File: src/rtl/cic2_comb_decimator.sv
// CIC2 comb/decimation stage: samples the free-running integrator every OSR clocks,
// applies two first-difference combs and hands results out over valid/ready.
module cic2_comb_decimator #(
    parameter int IN_W  = 32,
    parameter int OSR   = 256,
    parameter int CNT_W = 16
) (
    input  logic            clk,
    input  logic            rst_n,
    input  logic            en,
    input  logic [IN_W-1:0] din,
    output logic [IN_W-1:0] dout,
    output logic            dout_valid,
    input  logic            dout_ready,
    output logic            overrun,
    input  logic            clr_overrun
);

    localparam logic [CNT_W-1:0] CNT_MAX = CNT_W'(OSR - 1);
    localparam logic [1:0]       PRIMED  = 2'd2;

    logic [CNT_W-1:0] cnt;
    logic             strobe;
    logic [IN_W-1:0]  s_d;
    logic [IN_W-1:0]  c1;
    logic [IN_W-1:0]  c1_d;
    logic [IN_W-1:0]  result;
    logic             p1;
    logic [1:0]       prime;
    logic             load;

    assign strobe = en && (cnt == CNT_MAX);

    always_ff @(posedge clk or negedge rst_n) begin
        if (!rst_n) begin
            cnt <= '0;
        end else if (!en || (cnt == CNT_MAX)) begin
            cnt <= '0;
        end else begin
            cnt <= cnt + 1'b1;
        end
    end

    // Comb stage 1 runs on the strobe; stage 2 completes one cycle later under p1.
    always_ff @(posedge clk or negedge rst_n) begin
        if (!rst_n) begin
            s_d  <= '0;
            c1   <= '0;
            c1_d <= '0;
            p1   <= 1'b0;
        end else begin
            p1 <= strobe;
            if (strobe) begin
                s_d <= din;
                c1  <= din - s_d;
            end
            if (p1) begin
                c1_d <= c1;
            end
        end
    end

    assign result = c1 - c1_d;

    // A stage-2 completion in flight when en drops still sees the old prime count.
    assign load = p1 && (prime == PRIMED);

    always_ff @(posedge clk or negedge rst_n) begin
        if (!rst_n) begin
            prime <= '0;
        end else if (!en) begin
            prime <= '0;
        end else if (p1 && (prime != PRIMED)) begin
            prime <= prime + 2'd1;
        end
    end

    always_ff @(posedge clk or negedge rst_n) begin
        if (!rst_n) begin
            dout       <= '0;
            dout_valid <= 1'b0;
        end else if (load && (!dout_valid || dout_ready)) begin
            dout       <= result;
            dout_valid <= 1'b1;
        end else if (dout_valid && dout_ready) begin
            dout_valid <= 1'b0;
        end
    end

    always_ff @(posedge clk or negedge rst_n) begin
        if (!rst_n) begin
            overrun <= 1'b0;
        end else if (load && dout_valid && !dout_ready) begin
            overrun <= 1'b1;
        end else if (clr_overrun) begin
            overrun <= 1'b0;
        end
    end

endmodule

File: config.mk
export PLATFORM = sky130hd
export DESIGN_NAME = cic2_comb_decimator
export DESIGN_NICKNAME = d
export VERILOG_FILES = /design/src/rtl/cic2_comb_decimator.sv
export SDC_FILE = /design/constraint.sdc
export NUM_CORES = 1
export LEC_CHECK = 0
export CAP_MARGIN = 5
export CORE_MARGIN = 3
export CORE_UTILIZATION = 47
export DETAILED_ROUTE_END_ITERATION = 16
export GPL_TIMING_DRIVEN = 0
export PLACE_DENSITY = 0.67
export SYNTH_ARGS = -nofsm -noshare
export SYNTH_HDL_FRONTEND = slang
export SYNTH_SLANG_ARGS = --single-unit
File: constraint.sdc
create_clock -name clk -period 4.5 [get_ports clk]
set_clock_uncertainty 0.15 [all_clocks]
set_input_delay 1.125 -clock clk [delete_from_list [all_inputs] [get_ports clk]]
set_output_delay 1.125 -clock clk [all_outputs]
set_load 0.005 [all_outputs]
Word level (Yosys, flattened, before mapping)
Cells that the tools add are included.
- output and inout port bits: 34
- bits in registers: 149
- word-level logic and storage cells: 38
- input bits: 37
- reductions and logical operators: 14
- multiplexer cells: 7
- $add $sub $neg: 4
- eq/ne operators: 4
- operator list (cell ; count):
    $sub A32 B32 Y32 ; 2
    $add A16 B1 Y16 const B ; 1
    $eq A16 B8 Y1 const B ; 1
    $mux W16 ; 1
    $logic_and A1 B1 Y1 ; 7
    $mux W1 ; 4
    $mux W2 ; 2
    $reduce_bool A2 Y1 ; 2
    $logic_not A1 Y1 ; 3
    $add A2 B1 Y2 const B ; 1
    $eq A2 B2 Y1 const B ; 1
    $logic_or A1 B1 Y1 ; 2
    $ne A2 B1 Y1 const B ; 1
    $ne A2 B2 Y1 const B ; 1

Logic depth before layout (Yosys ltp)
Gate-level depths: netlist of the first run.
- depth in word-level cells: 5
- gate-level depth with buffers: 12
- depth with buffers taken out: 12

Worst setup path after synthesis of the first run
No wires, ideal clock.
- kind: input port to flip-flop
- start point: input port din[0]
- end point: register c1[30]
- slack: 922 ps
- stages on the path: 12
- arrival time: 3299 ps
- data required time: 4221 ps
- path buffers: 0
- library setup time: 129 ps
- cell sequence: inv_1 > ha_1 > fa_1 > and2b_1 > o2111ai_1 > nand3_2 > nand4_1 > o211a_1 > or3_4 > o221ai_2 > xnor2_1 > o21ai_1
- cells in the longest elaborated chain, start to end: 1
- ends and longest elaborated chain (item ; line ; text):
    start, declared ; 11 ; input logic [IN_W-1:0] din,
    $sub A32 B32 Y32 ; 55 ; c1 <= din - s_d;
    end signal, assigned ; 55 ;
    end, declared ; 25 ; logic [IN_W-1:0] c1;
No other way between the ends.
A chain may end at the register's enable or synchronous reset.

Worst setup path in the final report of the first run
- start point: input port din[0]
- end point: register c1[28]
The elaborated chain is that of the path after synthesis.

==> qor.csv, run 1 <==
metric,value,unit
status,"complete, no violations",
via count,7367,
Netlist cell types,68,
# diodes,0,
Core Area,18800,sq um
Final Max Tran Viols,0,
WL final,19800,microns
slowest CP cell,clkdlybuf4s50_1,
endpoints failing hold,0,
Max Root-Sink Buffers,2,
CP top delay family,simple AND/OR/NAND/NOR gates,
hold_buf cts,0,
DP HPWL,15000,microns
CTS tree,built,
postcts setup bufs,0,
YS warnings,0,
# clock sinks,149,
fill cell count,1724,
"FF+latch count, synth",149,
PD cells,260,nW/um^2
initial core utilization,48.2,%
Multi-input gate area,4810,sq um
Die X,145,microns
worst-path cell chain,clkdlybuf4s50_1 > inv_1 > ha_1 > fa_1 > and2b_1 > o2111ai_1 > nand3_2 > nand4_1 > o211a_1 > or3_4 > o21bai_2 > xnor2_1 > o21ai_1,
num rows,50,
Clock Pin Slew Worst Setup and Hold Paths,0.06,ns
total of max-cap violations,0,
first-pass GRT wire length,34500,microns
Max Clock Freq,254,MHz
# setup viols final,0,
number of global-route vias before repair,7210,
Area Growth Syn to Fin,17.5,%
CP bufs+invs,2,
Setup crit start kind,input pin,
Max H-tree Level,4,
gr ovfl total,0,
worst setup margin,0.570,ns
Reg area,3730,sq um
initial antenna violation count,0,
Overall Power,0.00277,W
DP Worst Slack,0.163,ns
cts repair resizes,0,
minimum clock period,3.93,ns
die area,21000,sq um
worst-case vdd ir drop,0.000237,V
"commonest cells after routing, fill and taps aside","nand2_1, dfrtp_1, o21ai_0, inv_1, clkdlybuf4s50_1",
min-delay worst type,reg2reg,
crit path DAT,4.06,ns
asr flop ratio synth,100,%
Root Driver,clkbuf_16,
Max stage delay on crit path,0.45,ns
syn_nets,1148,
worst slew pin tran,0.592,ns
critical path endpoint category,register,
drt initial violations,453,
routability-driven placement congestion ratio,0.866,
Main synth FF type,dfrtp_1,
DR vias/cell,5.24,
CTS Buf Count,17,
DR pass1 iterations,5,
die height,145,microns
reg2reg setup slack,1.39,ns
Final ANT Viol Nets,0,
Max transition margin,60.6,%
sequential area share after synthesis,41.1,%
CP max FO,3,
RSZ-0062 raised after global routing,no,
post-DR wirelength/cell,14.0,microns
Pleak,5.06,nW
total track usage,19.4,%
Synth Instances,1045,
"EDFF count, synth",0,
largest net degree at the start of global routing,89,
io pins,71,
Mapped Avg Cell Area,8.68,sq um
critical path required time,4.63,ns
I/O Buffers,70,
crit share post-route,87.3,%
kind of critical path,in2reg,
Mapped Area,9070,sq um
"commonest non-fill, non-tap cell in the layout",nand2_1,
clk_lat worst skew,0.42,ns
# DRC,0,
Nets,1238,
fraction of layout cells with a size suffix above 1,6.19,%
## sequential cells by signal, summed over array words and instances, names as in the netlist
signal      cells
c1             32
c1_d           32
dout           32
s_d            32
cnt            16
prime           2
dout_valid      1
overrun         1
p1              1
## metrics by stage
stage,cells,setup TNS [ns],utilization (%),cell area (sq um),hold slack [ns]
CTS,1407,0,56.6,10700,0.333
global route,1407,0,56.6,10700,0.358
global placement,1375,-582.93,53.6,10100,0.312
finish,1407,0,56.6,10700,0.325
floorplan,1045,0,-,9070,0.304
detailed placement,1376,0,53.8,10100,0.320
## final timing paths
| check | from | to | depth (start not counted) |
|---|---|---|---|
| worst max-delay path | din[0] | c1[28] | 13 |
| worst min-delay path | dout[15] | dout[15] | 2 |
| worst max register to register | c1[2] | dout[28] | 10 |
| worst min register to register | dout[15] | dout[15] | 2 |
| max in group asynchronous | rst_n | c1[4] | 2 |
| min in group asynchronous | rst_n | dout[27] | 1 |
## tightest hold or removal path, stage by stage (launching register included)
cell and delay, ns:
dfrtp_1 0.34, nand2_1 0.04, o21ai_0 0.06
## power breakdown
part / switching, W / internal, W / leakage (nW) / total, W
Clock: 0.000548 / 0.000744 / 0.267 / 0.00129
Sequential: 0.00000295 / 0.00134 / 1.92 / 0.00135
Combinational: 0.0000791 / 0.0000569 / 2.87 / 0.000136
## kinds of logic after synthesis
family / synth area share [%]
compound gates: 21.4
simple gates: 15.9
mux: 0.483
fa+ha+maj: 9.27
flops: 41.1
xor+xnor: 5.99
buf+inv: 5.83
## layer usage
layer  track usage (%)  part of all wire [%]  up-vias
met5                 0                     0        -
met4              5.23                   1.8        0
met3              3.65                   3.1       29
met2              30.9                    45      133
met1              27.3                    50     3418
li1                  -                     -     3787
## layout make-up
cell class	instances	area share [%]
timing repair buffer	71	6.85
multi-input combinational	761	45.2
tap	260	3.05
sequential	149	35.0
clock inverter	8	0.481
clock buffer	23	4.49
buffer	46	1.83
inverter	89	3.14
## synthesized netlist by cell type (3+ instances only)
| master | number | area (sq um) |
|---|---|---|
| nand2_1 | 159 | 597 |
| dfrtp_1 | 149 | 3730 |
| o21ai_0 | 128 | 641 |
| inv_1 | 89 | 334 |
| ha_1 | 64 | 801 |
| a21oi_1 | 52 | 260 |
| nor2_1 | 50 | 188 |
| a21o_1 | 36 | 270 |
| xnor2_1 | 34 | 298 |
| xor2_1 | 28 | 245 |
| clkbuf_1 | 27 | 101 |
| nand3_1 | 23 | 115 |
| buf_2 | 16 | 80.1 |
| nand4_1 | 16 | 100 |
| nor3_1 | 14 | 70.1 |
| o21bai_1 | 12 | 90.1 |
| and3_1 | 11 | 68.8 |
| nand2b_1 | 11 | 68.8 |
| o21a_1 | 10 | 75.1 |
| o211ai_1 | 9 | 67.6 |
| o31ai_1 | 8 | 60.1 |
| o21ai_1 | 7 | 35.0 |
| a31oi_1 | 6 | 37.5 |
| and2_1 | 6 | 37.5 |
| a211oi_1 | 5 | 37.5 |
| nor2b_1 | 5 | 31.3 |
| nor4_1 | 4 | 25.0 |
| a211o_1 | 3 | 26.3 |
| a221oi_1 | 3 | 26.3 |
| a31o_2 | 3 | 26.3 |
| mux2_2 | 3 | 33.8 |
| o22ai_1 | 3 | 18.8 |
| o31a_1 | 3 | 26.3 |
| or2_2 | 3 | 18.8 |
| or3_1 | 3 | 18.8 |
(Power assumes the default switching activity.)
==> run 2: changes to the inputs <==
CORE_UTILIZATION = 59   (was 47)
PLACE_DENSITY = 0.81   (was 0.67)
==> qor.csv, run 2 (synthesis results as in run 1) <==
metric,value,unit,change
routability-driven placement congestion ratio,0.924,,was 0.866
fraction of layout cells with a size suffix above 1,6.20,%,was 6.19%
via count,7565,,"was 7,367"
worst slew pin tran,0.809,ns,was 0.592 ns
CTS Buf Count,17,,unchanged
kind of critical path,in2reg,,unchanged
endpoints failing hold,0,,unchanged
die height,130,microns,was 145 microns
Max H-tree Level,4,,unchanged
Max Root-Sink Buffers,2,,unchanged
DR vias/cell,5.69,,was 5.24
"commonest non-fill, non-tap cell in the layout",nand2_1,,unchanged
largest net degree at the start of global routing,91,,was 89
num rows,44,,was 50
cts repair resizes,0,,unchanged
Clock Pin Slew Worst Setup and Hold Paths,0.06,ns,about the same
WL final,19800,microns,about the same
worst r2r src,s_d[0],,was c1[2]
postcts setup bufs,0,,unchanged
# diodes,0,,unchanged
Setup crit start kind,input pin,,unchanged
Finished Layout Cells,1330,,"was 1,407"
"commonest cells after routing, fill and taps aside","nand2_1, dfrtp_1, o21ai_0, inv_1, clkdlybuf4s50_1",,unchanged
# setup viols final,0,,unchanged
Nets,1238,,unchanged
hold_buf cts,0,,unchanged
status,"complete, no violations",,unchanged
Max transition margin,46.1,%,was 60.6%
DP HPWL,14600,microns,"was 15,000 microns"
RSZ-0062 raised after global routing,no,,unchanged
Max Clock Freq,257,MHz,was 254 MHz
CTS tree,built,,unchanged
total of max-cap violations,0,,unchanged
initial core utilization,61.3,%,was 48.2%
post-DR wirelength/cell,14.9,microns,was 14.0 microns
Final Max Tran Viols,0,,unchanged
worst setup path startpoint,din[0],,unchanged
PD cells,279,nW/um^2,was 260 nW/um^2
Placed Instances,1300,,"was 1,376"
fill cell count,1119,,"was 1,724"
Core Area,14800,sq um,"was 18,800 sq um"
# clock sinks,149,,unchanged
Final ANT Viol Nets,0,,unchanged
Hold Crit Start,dout[26],,was dout[15]
DR pass1 iterations,5,,unchanged
Pleak,5.09,nW,was 5.06 nW
# DRC,0,,unchanged
initial antenna violation count,0,,unchanged
worst-case vdd ir drop,0.000202,V,was 0.000237 V
I/O Buffers,70,,unchanged
die area,16900,sq um,"was 21,000 sq um"
worst hold margin,0.323,ns,was 0.325 ns
clk_lat worst skew,0.43,ns,was 0.42 ns
Die X,130,microns,was 145 microns
minimum clock period,3.89,ns,was 3.93 ns
critical path required time,4.65,ns,was 4.63 ns
gr ovfl total,0,,unchanged
placed inst area,10000,sq um,"was 10,100 sq um"
Overall Power,0.00297,W,was 0.00277 W
number of global-route vias before repair,7282,,"was 7,210"
crit path DAT,4.03,ns,was 4.06 ns
Root Driver,clkbuf_16,,unchanged
post-route cell area,10600,sq um,"was 10,700 sq um"
total track usage,24.8,%,was 19.4%
drt initial violations,551,,was 453
fin util,71.9,%,was 56.6%
critical path endpoint category,register,,unchanged
first-pass GRT wire length,34100,microns,"was 34,500 microns"
crit share post-route,86.4,%,was 87.3%
Area Growth Syn to Fin,17.3,%,was 17.5%
CP max FO,3,,unchanged
min-delay worst type,reg2reg,,unchanged
io pins,71,,unchanged
==> run 2: cell count changes in the layout (fill, tap and decap cells not counted), sizes merged <==
cell / before / now
clkinvlp: 0 / 1
clkbuf: 52 / 50
bufinv: 0 / 4
clkinv: 7 / 3
==> run 2: final cells by class <==
cell class	count	area, sq um	area share (%)
multi-input cells	761	4810	45.2
flip-flops and latches	149	3730	35.0
repair buffers	71	729	6.85
clock buffers	21	460	4.33
inverters	89	334	3.14
well taps	184	230	2.16
plain buffers	46	195	1.83
clock inverters	9	151	1.42
==> run 2: path summary, 6_finish.rpt <==
check	slack [ns]	end	cells past startpoint
worst max-delay path	0.61	c1[28]	13
worst min-delay path	0.32	dout[26]	2
worst max register to register	1.43	c1[28]	11
worst min register to register	0.32	dout[26]	2
max in group asynchronous	2.81	overrun	2
min in group asynchronous	0.63	s_d[5]	1
==> run 2: stage by stage <==
stage                     TNS, ns  worst slack, ns
after floorplan                 0            0.922
after global placement    -549.01            -3.70
after detailed placement        0            0.199
after CTS                       0            0.636
after global routing            0            0.447
final                           0            0.613
==> run 2: routing by layer <==
layer  wire [microns]  global-route usage, %  up-vias
li1                 -                      -     3794
met1             9490                   35.3     3550
met2             9080                   38.6      186
met3              749                   4.34       35
met4              444                   8.80        0
met5                0                      0        -
==> run 2: power by group <==
group / switching [W] / internal [W]
logic: 0.0000785 / 0.0000570
registers: 0.00000300 / 0.00134
clock network: 0.000539 / 0.000949
total: 0.000621 / 0.00235
==> run 2: critical path: stages <==
cell and delay [ns]:
clkdlybuf4s50_1 0.45, inv_1 0.05, ha_1 0.22, fa_1 0.41, and2b_1 0.23, o2111ai_1 0.15, nand3_2 0.13, nand4_1 0.17
o211a_1 0.30, or3_4 0.43, o21bai_2 0.16, xnor2_1 0.14, o21ai_1 0.07
==> run 3: changes to the inputs <==
SETUP_SLACK_MARGIN = 0.3   (was not set)
==> results of run 3 <==
Same layout as run 2: the final DEF is identical, and so are final timing and power.
